File: src/rtl/tran_pkg.sv
// rtl/tran_pkg.sv - shared widths, FSM state and row counter types for the 4x4 forward transform
package tran_pkg;

  // Residual sample width minus one
  localparam int BIT_LENGTH = 15;

  // Residual, intermediate (after row pass) and coefficient widths
  localparam int IN_W  = BIT_LENGTH + 1;
  localparam int MID_W = BIT_LENGTH + 4;
  localparam int OUT_W = BIT_LENGTH + 7;

  // LOAD collects four residual rows, DRAIN emits four coefficient rows
  typedef enum logic {
    LOAD  = 1'b0,
    DRAIN = 1'b1
  } state_t;

  // Row index within a 4x4 block
  typedef logic [1:0] row_cnt_t;

endpackage

File: src/rtl/fwdtran_butterfly4.sv
// rtl/fwdtran_butterfly4.sv - combinational 4-point forward core-transform butterfly
module fwdtran_butterfly4 #(
  parameter int W = 16
) (
  input  logic signed [W-1:0] x [4],
  output logic signed [W+2:0] y [4]
);

  // Operands widened up front so every sum and shift is exact (gain at most 6)
  logic signed [W+2:0] e [4];
  logic signed [W+2:0] s0, s1, d0, d1;

  // Even/odd split followed by the [1,1,1,1] [2,1,-1,-2] [1,-1,-1,1] [1,-2,2,-1] combine
  always_comb begin
    for (int i = 0; i < 4; i++) begin
      e[i] = {{3{x[i][W-1]}}, x[i]};
    end
    s0   = e[0] + e[3];
    s1   = e[1] + e[2];
    d0   = e[0] - e[3];
    d1   = e[1] - e[2];
    y[0] = s0 + s1;
    y[1] = (d0 <<< 1) + d1;
    y[2] = s0 - s1;
    y[3] = d0 - (d1 <<< 1);
  end

endmodule

File: src/rtl/fwdtran_4x4.sv
// rtl/fwdtran_4x4.sv - streaming forward 4x4 integer transform, one row per handshake in and out
module fwdtran_4x4 #(
  parameter int  BIT_LENGTH = tran_pkg::BIT_LENGTH,
  localparam int IN_W       = BIT_LENGTH + 1,
  localparam int MID_W      = BIT_LENGTH + 4,
  localparam int OUT_W      = BIT_LENGTH + 7
) (
  input  logic                    clk,
  input  logic                    reset,
  input  logic                    in_valid,
  output logic                    in_ready,
  input  logic signed [IN_W-1:0]  in_row [4],
  output logic                    out_valid,
  input  logic                    out_ready,
  output logic signed [OUT_W-1:0] out_row [4]
);

  import tran_pkg::state_t;
  import tran_pkg::row_cnt_t;
  import tran_pkg::LOAD;
  import tran_pkg::DRAIN;

  state_t   state_q, state_d;
  row_cnt_t row_cnt_q, row_cnt_d;

  // Row-transformed block; stays frozen for the whole drain phase
  logic signed [MID_W-1:0] h_q   [4][4];
  logic signed [MID_W-1:0] h_row [4];

  logic in_fire;
  logic out_fire;

  // Horizontal pass on the incoming residual row
  fwdtran_butterfly4 #(.W(IN_W)) u_row_bfly (
    .x (in_row),
    .y (h_row)
  );

  // Handshake flags come from registered state only
  assign in_ready  = (state_q == LOAD);
  assign out_valid = (state_q == DRAIN);
  assign in_fire   = in_valid && in_ready;
  assign out_fire  = out_valid && out_ready;

  // Next-state and row counter: count four accepts, then four output transfers
  always_comb begin
    state_d   = state_q;
    row_cnt_d = row_cnt_q;
    case (state_q)
      LOAD: begin
        if (in_fire) begin
          row_cnt_d = row_cnt_q + 2'd1;
          if (row_cnt_q == 2'd3) begin
            state_d = DRAIN;
          end
        end
      end
      DRAIN: begin
        if (out_fire) begin
          row_cnt_d = row_cnt_q + 2'd1;
          if (row_cnt_q == 2'd3) begin
            state_d = LOAD;
          end
        end
      end
      default: begin
        state_d   = LOAD;
        row_cnt_d = '0;
      end
    endcase
  end

  // State and row counter registers
  always_ff @(posedge clk or negedge reset) begin
    if (!reset) begin
      state_q   <= LOAD;
      row_cnt_q <= '0;
    end else begin
      state_q   <= state_d;
      row_cnt_q <= row_cnt_d;
    end
  end

  // Capture each row-transformed input into the intermediate buffer
  always_ff @(posedge clk or negedge reset) begin
    if (!reset) begin
      h_q <= '{default: '0};
    end else if (in_fire) begin
      h_q[row_cnt_q] <= h_row;
    end
  end

  // Vertical pass: one butterfly per column, output row picked by row_cnt
  for (genvar c = 0; c < 4; c++) begin : g_col
    logic signed [MID_W-1:0] col_x [4];
    logic signed [OUT_W-1:0] col_y [4];

    // Gather column c of the buffered block
    always_comb begin
      for (int r = 0; r < 4; r++) begin
        col_x[r] = h_q[r][c];
      end
    end

    fwdtran_butterfly4 #(.W(MID_W)) u_col_bfly (
      .x (col_x),
      .y (col_y)
    );

    assign out_row[c] = col_y[row_cnt_q];
  end

endmodule

File: config.mk
export PLATFORM = sky130hd
export DESIGN_NAME = fwdtran_4x4
export DESIGN_NICKNAME = d
export VERILOG_FILES = /design/src/rtl/tran_pkg.sv /design/src/rtl/fwdtran_butterfly4.sv /design/src/rtl/fwdtran_4x4.sv
export SDC_FILE = /design/constraint.sdc
export NUM_CORES = 2
export LEC_CHECK = 0
export CAP_MARGIN = 20
export CORE_ASPECT_RATIO = 1.2
export CORE_UTILIZATION = 61
export DETAILED_ROUTE_END_ITERATION = 8
export DONT_BUFFER_PORTS = 1
export GPL_TIMING_DRIVEN = 0
export PLACE_DENSITY = 0.8
export SETUP_SLACK_MARGIN = 0.02
export SYNTH_ARGS = -nofsm -noshare
export SYNTH_HDL_FRONTEND = slang
export SYNTH_HIERARCHICAL = 1
export SYNTH_SLANG_ARGS = --single-unit
File: constraint.sdc
create_clock -name clk -period 5 [get_ports clk]
set_input_delay 0.5 -clock clk [delete_from_list [all_inputs] [get_ports clk]]
set_output_delay 0.5 -clock clk [all_outputs]
set_load 0.02 [all_outputs]
# After elaboration in Yosys (flattened, before gate mapping)
# Index checks and enable logic that the tools add are counted.
# totals
register_bits	307
elab_cells	93
# op_classes
addsub	41
magnitude_cmp	2
n_eq_ne	3
muxes	23
bitwise	2
reduce_logical	4
# ops
op	n
bitwise mux 304 bit	1
adder 22 bit	8
binary-select mux 22 bit (select 2 bit)	4
2-to-1 mux 22 bit	8
subtractor 22 bit	8
adder 19 x 19 -> 20 bit	8
subtractor 19 x 19 -> 20 bit	8
demux 76 bit (select 2 bit)	1
2-to-1 mux 76 bit	1
adder 19 bit	2
subtractor 19 bit	2
adder 16 x 16 -> 17 bit	2
subtractor 16 x 16 -> 17 bit	2
2-to-1 mux 1 bit	4
2-to-1 mux 2 bit	2
!= test 2 x 1 -> 1 bit (second input constant)	2
case mux 2 bit (2 select lines)	1
>= comparator 3 bit (second input constant)	1
logical AND 1 bit	3
< comparator 3 x 1 -> 1 bit (second input constant)	1
inverter 2 -> 3 bit	1
adder 2 x 1 -> 2 bit (second input constant)	1
== test 2 bit (second input constant)	1
case mux 1 bit (2 select lines)	1
2 further kinds	2

# Logic depth before layout (Yosys ltp)
# logic_depth
word_depth	6
depth_mapped	24

# By module
# Netlist, hierarchy kept.
# modules_own_cells
mod	instances	cells_per_inst	area_per_inst_um2	seq_area_each_um2
fwdtran_butterfly4 (g_col[0].u_col_bfly ...)	2	1049	7359.6	0.0
fwdtran_4x4	1	767	13518.0	7682.4
fwdtran_butterfly4 (g_col[2].u_col_bfly)	1	1050	7424.6	0.0
fwdtran_butterfly4 (g_col[3].u_col_bfly)	1	1047	7333.3	0.0
fwdtran_butterfly4 (u_row_bfly)	1	791	5704.2	0.0

# Least setup slack after synthesis
# No wires, ideal clock.
# synth_timing
path_type	register to output
startpoint	register h_q (netlist bit g_col[2].col_x[19])
endpoint	output port out_row[41] (netlist bit)
t_arrival_ns	4.807
path_slack_ns	-0.307
stages_incl_launch_ff	22
cell_sequence	dfrtp_1 -> ha_1 -> fa_1 -> nand2b_1 -> a21oi_1 -> o21bai_1 -> a21oi_1 -> o31a_1 -> o21bai_1 -> a21oi_1 -> or4b_2 -> nand3_1 -> ha_1 -> a21oi_1 -> nor2_1 -> o21ai_0 -> nand2b_1 -> and3_1 -> a2111oi_0 -> a21oi_1 -> xor2_1 -> mux4_2
# synth_lines
element	line	rtl
start: declaration	fwdtran_4x4.sv:27	logic signed [MID_W-1:0] h_q [4][4];
start signal: indexed assignment	fwdtran_4x4.sv:89	h_q[row_cnt_q] <= h_row;
end: declaration	fwdtran_4x4.sv:15	output logic signed [OUT_W-1:0] out_row [4]

==> flow_metrics.env <==
export IMPL_outcome="finished with violations"
export IMPL_violations="hold timing, slew limit, setup timing"
export IMPL_syn_nets=6616
export IMPL_drive_gt1_frac=0.272
export IMPL_ys_ff_latch=307
export IMPL_cts_tree="yes"
export IMPL_worstPathArrival_ps=5370
export IMPL_die_height_um=312
export IMPL_synth_area_top_cells="ha_1 19%, dfrtp_1 16%, xnor2_1 8.3%"
export IMPL_synth_warnings=6
export IMPL_syn_area_per_cell_um2=8.47
export IMPL_fin_crit_ps=5870
export IMPL_io_pins=158
export IMPL_fillCellCount=5493
export IMPL_ff2ff_path_depth=8
export IMPL_gr_total_overflow=0
export IMPL_core_area_um2=79000
export IMPL_viasPerCell=6.24
export IMPL_yosysUniqueCellTypes=108
export IMPL_areaGrowthSynthToFinish_pct=19.9
export IMPL_insertion_delay_ps=550
export IMPL_async_reset_ff_frac=1.00
export IMPL_clock_sinks=307
export IMPL_seqCellArea_um2=7690
export IMPL_gp_congestion=1.01
export IMPL_start_kind="flip-flop"
export IMPL_postSynthCellCount=5753
export IMPL_setup_violations=48
export IMPL_wl_per_cell_um=21.0
export IMPL_synth_edff_count=0
export IMPL_crit_type="flip-flop to output pin"
export IMPL_fin_crit_sh=1.17
export IMPL_min_path_type="primary input to asynchronous set/reset pin"
export IMPL_vias=44600
export IMPL_cts_buffer_depth=3
export IMPL_required_ps=4500
export IMPL_finClkSkew_ps=16.0
export IMPL_maxSlewViolCount=140
export IMPL_timing_rr_start="row_cnt_q[1]"
export IMPL_final_common_cell="ha_1"
export IMPL_fmax_mhz=170
export IMPL_cts_buffers=37
export IMPL_cts_reportedPaths_clkPinSlew_ps=60
export IMPL_worstPathMaxFanout=4
export IMPL_hold_slack_ps=-309
export IMPL_final_cell_mix="648 x ha_1, 632 x inv_1, 429 x nor2_1"
export IMPL_tightest_slew_ps=1690
export IMPL_cap_violations=0
export IMPL_rsz0062_at_grt="yes"
export IMPL_drt_first_iter_violations=2994
export IMPL_grt_pass1_vias=43000
export IMPL_endpoint_kind="output pin"
export IMPL_final_util=0.739
export IMPL_cts_htree_levels=2
export IMPL_seq_area_frac_synth=0.158
export IMPL_grt_first_pass_wirelength_mm=222
export IMPL_ant_nets=0
export IMPL_ys_flop_type="dfrtp_1"
export IMPL_drc=0
export IMPL_port_buffers=0
export IMPL_antenna_cells=0
export IMPL_grtUsageTotal=0.343
export IMPL_setup_ws_ps=-870
export IMPL_cts_root_buf="clkbuf_16"
export IMPL_synthesis_area_um2=48700
export IMPL_dieArea_um2=81000
export IMPL_synth_top_cell_area_share=0.194
export IMPL_die_x_um=260
export IMPL_fin_nets=6951
export IMPL_relSlewSlack=-0.123
export IMPL_grt_max_degree=308
export IMPL_r2r_end="g_col[0].col_x[38]"
export IMPL_post_dp_hpwl_mm=110
export IMPL_synth_area_leader_cell="ha_1"
export IMPL_r2r_slack_ps=1040
export IMPL_drt_pass1_iterations=8
export IMPL_wl_mm=150
export IMPL_hold_viol=174
export IMPL_multiInputGateArea_um2=42000
export IMPL_antenna_found_initial=7
export IMPL_initial_core_util=0.616
export IMPL_rows=113
[repair_timing]
item / CTS / global route
gates cloned: 0 / 0
resized for setup: 627 / 345
setup endpoints to repair: 51 / 67
pin swaps: 305 / 285
endpoints found under the hold margin: 307 / 307
buffers inserted: 238 / 113
[cell usage after synthesis (24+ instances only)]
library cell,n
a21oi_1,461
xor2_1,178
o21ai_0,219
nand2b_1,92
dfrtp_1,307
a21o_1,112
mux2_2,307
nor2b_1,79
clkbuf_1,125
fa_1,40
buf_2,57
nand3_1,63
and3_1,42
mux4_2,88
nand2_1,162
o31a_1,24
or3_1,47
a211oi_1,41
buf_4,29
xnor2_1,464
ha_1,755
a31oi_1,49
o21a_1,83
o31ai_1,39
inv_1,669
nor2_1,468
o21bai_1,107
nor3_1,135
o211ai_1,36
[worst max path at each step]
| stage | startpoint | endpoint | slack, ps |
|---|---|---|---|
| 2_1_floorplan | g_col[2].col_x[19] | out_row[41] | -60 |
| 3_3_place_gp | g_col[1].col_x[57] | out_row[65] | -1290 |
| 3_5_place_dp | g_col[1].col_x[57] | out_row[65] | -1340 |
| 4_1_cts | g_col[1].col_x[38] | out_row[63] | -850 |
| 5_1_grt | g_col[3].col_x[24] | out_row[19] | -1040 |
| 6_report | g_col[0].col_x[59] | out_row[85] | -870 |
[per-stage QoR]
stage | cell area (um^2) | hold slack (ps) | setup TNS, ps | worst slack, ps | std cells
after floorplan | 48800 | 204 | -77.7 | -60.4 | 5753
after global placement | 50000 | 235 | -23670 | -1290 | 6788
after detailed placement | 50000 | 236 | -27450 | -1340 | 6788
after CTS | 55900 | -342 | -20440 | -849 | 7052
after global routing | 58400 | -334 | -32300 | -1040 | 7148
final | 58400 | -309 | -23580 | -870 | 7148
[critical path: stages (launching register included)]
cell and delay [ps]:
dfrtp_1 410, ha_1 320, buf_6 130, buf_6 110
a21oi_4 160, a21oi_2 90, o2111ai_2 310, nand2_2 100
o21a_1 210, o21ai_2 130, nand2b_1 90, a21oi_2 180
xnor2_2 210, ha_4 270, a21o_1 160, a211o_1 300
or2_4 260, o311ai_4 240, and3b_1 210, mux2i_1 170
and3_1 180, nor2_1 40, mux4_2 540
[state kept, by name, summed over array words and instances (netlist names)]
name	count
g_col.col_x	304
out_valid	1
row_cnt_q	2
[cell type report]
type,count,area share
inverters,671,0.0433
repair buffers,341,0.0458
clock inverters,17,0.00330
multi-input cells,4554,0.720
well taps,1035,0.0222
clock buffers,47,0.0177
flip-flops and latches,307,0.132
plain buffers,176,0.0160
[logic make-up (layout without fill, tap and decap cells)]
kind of cell / count (synthesis) / after routing / share of synthesized area
compound gates: 1441 / 1441 / 0.198
buf+inv: 892 / 1252 / 0.0734
xor+xnor: 647 / 647 / 0.118
fa+ha+maj: 802 / 802 / 0.212
flops: 307 / 307 / 0.158
simple gates: 1249 / 1249 / 0.126
mux: 415 / 415 / 0.116
[layer usage]
layer	GRT usage	routed length, um
met3	0.0728	10700
met2	0.590	71900
met4	0.163	9110
met1	0.403	58500
met5	0	87
Power is left out: the tool's default activity adds up to more than one toggle a clock period on the data nets, which glitch-free logic cannot reach.
